**config.mk**
```make
export PLATFORM = sky130hd
export DESIGN_NAME = uart_irq_encoder
export DESIGN_NICKNAME = d
export VERILOG_FILES = /design/src/rtl/uart_irq_encoder.sv
export SDC_FILE = /design/constraint.sdc
export NUM_CORES = 1
export LEC_CHECK = 0
export CORE_AREA = 4 4 44 46
export DETAILED_ROUTE_END_ITERATION = 10
export DIE_AREA = 0 0 48 50
export PLACE_DENSITY_LB_ADDON = 0.2
export SLEW_MARGIN = 40
export SYNTH_ARGS = -nofsm -noshare
export SYNTH_HDL_FRONTEND = slang
export SYNTH_SLANG_ARGS = --single-unit
export TNS_END_PERCENT = 50
```
**constraint.sdc**
```tcl
create_clock -name clk_i -period 1.6 [get_ports clk_i]
set_input_delay 0.48 -clock clk_i [delete_from_list [all_inputs] [get_ports clk_i]]
set_output_delay 0.48 -clock clk_i [all_outputs]
set_load 0.1 [all_outputs]
```
**src/rtl/uart_irq_encoder.sv**
```systemverilog
// UART interrupt collector: sticky pending bits, enable masking and a fixed-priority
// binary ID that is held stable until the APB side acknowledges or the source withdraws.
module uart_irq_encoder #(
  parameter int NUM_SRC = 4,
  localparam int ID_W = $clog2(NUM_SRC)
) (
  input  logic               clk_i,
  input  logic               arst_ni,
  input  logic [NUM_SRC-1:0] src_i,
  input  logic [NUM_SRC-1:0] en_i,
  input  logic [NUM_SRC-1:0] clr_i,
  input  logic               ack_i,
  output logic [NUM_SRC-1:0] pend_o,
  output logic               irq_o,
  output logic               id_valid_o,
  output logic [ID_W-1:0]    id_o
);

  typedef enum logic {
    IDLE,
    HOLD
  } state_e;

  state_e             state_q, state_d;
  logic [ID_W-1:0]    id_q, id_d;
  logic [NUM_SRC-1:0] pend_q, pend_d;
  logic [NUM_SRC-1:0] active;
  logic [NUM_SRC-1:0] clear;
  logic [ID_W-1:0]    lowest_idx;
  logic               id_active;

  assign active = pend_q & en_i;

  // Scan from the top down so the lowest active index is the last one written.
  always_comb begin
    lowest_idx = '0;
    for (int k = NUM_SRC - 1; k >= 0; k--) begin
      if (active[k]) lowest_idx = ID_W'(k);
    end
  end

  // Decode the held ID once: it selects both the ack-clear bit and the withdraw check.
  always_comb begin
    id_active = 1'b0;
    clear     = clr_i;
    for (int k = 0; k < NUM_SRC; k++) begin
      if (id_q == ID_W'(k)) begin
        id_active = active[k];
        if ((state_q == HOLD) && ack_i) clear[k] = 1'b1;
      end
    end
  end

  assign pend_d = (pend_q & ~clear) | src_i;

  always_comb begin
    state_d = state_q;
    id_d    = id_q;
    case (state_q)
      IDLE: begin
        if (|active) begin
          id_d    = lowest_idx;
          state_d = HOLD;
        end
      end
      HOLD: begin
        // The ID stays frozen here; re-arbitration only happens back in IDLE.
        if (ack_i || !id_active) state_d = IDLE;
      end
      default: state_d = IDLE;
    endcase
  end

  always_ff @(posedge clk_i or negedge arst_ni) begin
    if (!arst_ni) begin
      state_q <= IDLE;
      id_q    <= '0;
      pend_q  <= '0;
    end else begin
      state_q <= state_d;
      id_q    <= id_d;
      pend_q  <= pend_d;
    end
  end

  assign pend_o     = pend_q;
  assign irq_o      = (state_q == HOLD);
  assign id_valid_o = (state_q == HOLD);
  assign id_o       = id_q;

endmodule
```
==> impl_results.md <==
* Status: complete, no violations
* CP arrival at 1.65 ns
* RSZ-0062 raised after global routing: false
* Nets at 84
* # setup viols final at 0
* Max layer used: met3
* Total wire length at 996 um
* Worst skew pair latency at 0.24 ns
* Fmax at 0.658 GHz
* Total power at 1.44 mW
* Vias in the first global route at 418
* Hold Crit Class: input pin to asynchronous set/reset pin
* TNS Setup at 0 ns
* Root Buffer: clkbuf_4
* CP Launch Type: input pin
* First-pass DRT Iterations at 1
* Resize count post-CTS at 0
* Seq cells post-synth at 7
* Final hold vios at 0
* Post-CTS Setup Bufs at 0
* Placed instance count at 80
* Final period util at 95.0%
* Leak pwr at 0.330 nW
* Post-Syn Area per Cell at 9.72 um2
* Global route total overflow at 0
* Max-Cap Viols at 0
* Inserted Clock Buffers at 3
* Post-detail-place hpwl at 848 um
* Clk buf depth at 2
* Hold buffers post-CTS at 0
* 1st-iter DRT viols at 0
* Vias at 393
* Htree depth at 1
* Met1 Wirelength at 412 um
* Worst slew pin tran at 0.335 ns
* GR Util All Layers at 10.1%
* Post-DRT Antenna Nets at 0
* Pin count of the biggest net entering global routing at 10
* Diodes inserted at 0
* WL met3 at 112 um
* Slew margin rel. at 77.6%
* Final Wtd Congestion at 0.701
* Placed Area at 728 um2
* Skew final at 0.000596 ns
* Final critical-path required period at 1.52 ns
* Setup ws final at 0.0799 ns
* Buffers on Ports at 22
* Die width at 48 um
* Area Growth Syn to Fin at 99.0%
* Final Core Density at 50.1%
* Pwr dens at 1910 nW/um2
* DRC Markers at 0
* Initial antenna violation count at 0
* Unique masters post-synth at 19
* Synthesis Warnings at 0
* Design Area, Final at 754 um2
* Area of the core at 1510 um2
* Synth Net Count at 54
* Die Ht at 50 um
* Most common cell after layout, fill and taps aside: clkdlybuf4s50_1
* CP Class: input pin to flip-flop
* Full die area at 2400 um2
* Max Slew Vio Count at 0
* Initial Util at 25.2%
* Row count at 14
* Hold WS at 0.501 ns
* TritonCTS clock tree: built
* Vias/cell at 4.68
* Syn Inst Count at 39
* First-pass GRT wire length at 1750 um
* Cell Area, Synth at 379 um2
* Crit Path Max Fanout at 2
* Post-Layout Cell Count at 84
* CP Capture Type: flip-flop
* Wire length on met2 at 472 um
* WL per Instance at 11.9 um
* Proportion of layout cells with a drive suffix above 1 at 39.7%
* Most frequent cells in the layout: 14 x clkdlybuf4s50_1, 8 x buf_12, 5 x dfrtp_2
* Max IR drop VDD at 1.09 mV
* IO Pins at 23
* CTS clk-pin slew, worst paths at 0.05 ns
* Sink Count at 7
* FILL cells at 150
* Register area share after synthesis at 46.2%
* CP required at 1.73 ns
* Placement Setup Slack at -0.179 ns
==> final timing paths <==
kind	startpoint	to	slack, ns	cells past startpoint
worst max-delay path	en_i[2]	id_o[0]$_DFFE_PN0P_	0.08	5
worst min-delay path	arst_ni	pend_o[3]$_DFF_PN0_	0.50	1
worst max register to register	pend_o[3]$_DFF_PN0_	id_o[0]$_DFFE_PN0P_	0.33	4
worst min register to register	pend_o[1]$_DFF_PN0_	pend_o[1]$_DFF_PN0_	0.57	1
max in group asynchronous	arst_ni	pend_o[2]$_DFF_PN0_	0.83	1
min in group clk_i	pend_o[1]$_DFF_PN0_	pend_o[1]$_DFF_PN0_	0.57	1
==> flip-flops by register name, indices dropped and copies added (netlist names) <==
name and cells:
id_valid_o 1, pend_o 4, id_o 2
==> worst max-delay path: stages <==
cell	delay, ns
clkdlybuf4s50_1	0.47
nand2_2	0.05
a21oi_1	0.18
or2_1	0.17
mux2_4	0.30
==> routing by layer <==
metal	track usage [%]	vias up
met1	11.8	178
met4	4.04	0
met3	4.00	0
met2	15.9	15
li1	-	200
met5	0	-
==> synthesized netlist by cell type <==
master	number	area (um2)
dfrtp_1	7	175
a31o_2	4	35.0
inv_1	4	15.0
nand3_1	4	20.0
nand2_1	3	11.3
nor2_1	3	11.3
a21oi_1	2	10.0
a21boi_0	1	7.51
a21o_1	1	7.51
a221oi_2	1	15.0
buf_4	1	7.51
mux2_4	1	15.0
nand2_2	1	6.26
nand4_1	1	6.26
nand4b_1	1	8.76
nor2b_1	1	6.26
o211ai_1	1	7.51
or2_1	1	6.26
or2b_1	1	7.51
==> cells by family (layout without fill, tap and decap cells) <==
family	after synthesis	in the layout	share of synthesized area, %
AOI/OAI and AO/OA	10	10	21.8
buffers and inverters	5	34	5.94
DFF	7	7	46.2
muxes	1	1	3.96
and+or+nand+nor	16	16	22.1
==> cell type report <==
| class | instances | area [um2] | share of cell area, % |
|---|---|---|---|
| clock buffers | 4 | 26.3 | 3.48 |
| inverters | 4 | 15.0 | 1.99 |
| multi-input cells | 27 | 181 | 24.0 |
| flip-flops and latches | 7 | 181 | 24.0 |
| well taps | 16 | 20.0 | 2.65 |
| repair buffers | 26 | 330 | 43.8 |
==> report_power, final <==
group | switching [mW] | internal [mW]
sequential | 0.121 | 0.230
clock | 0.0615 | 0.0949
combinational | 0.568 | 0.366
total | 0.750 | 0.691
(Power assumes the default switching activity.)
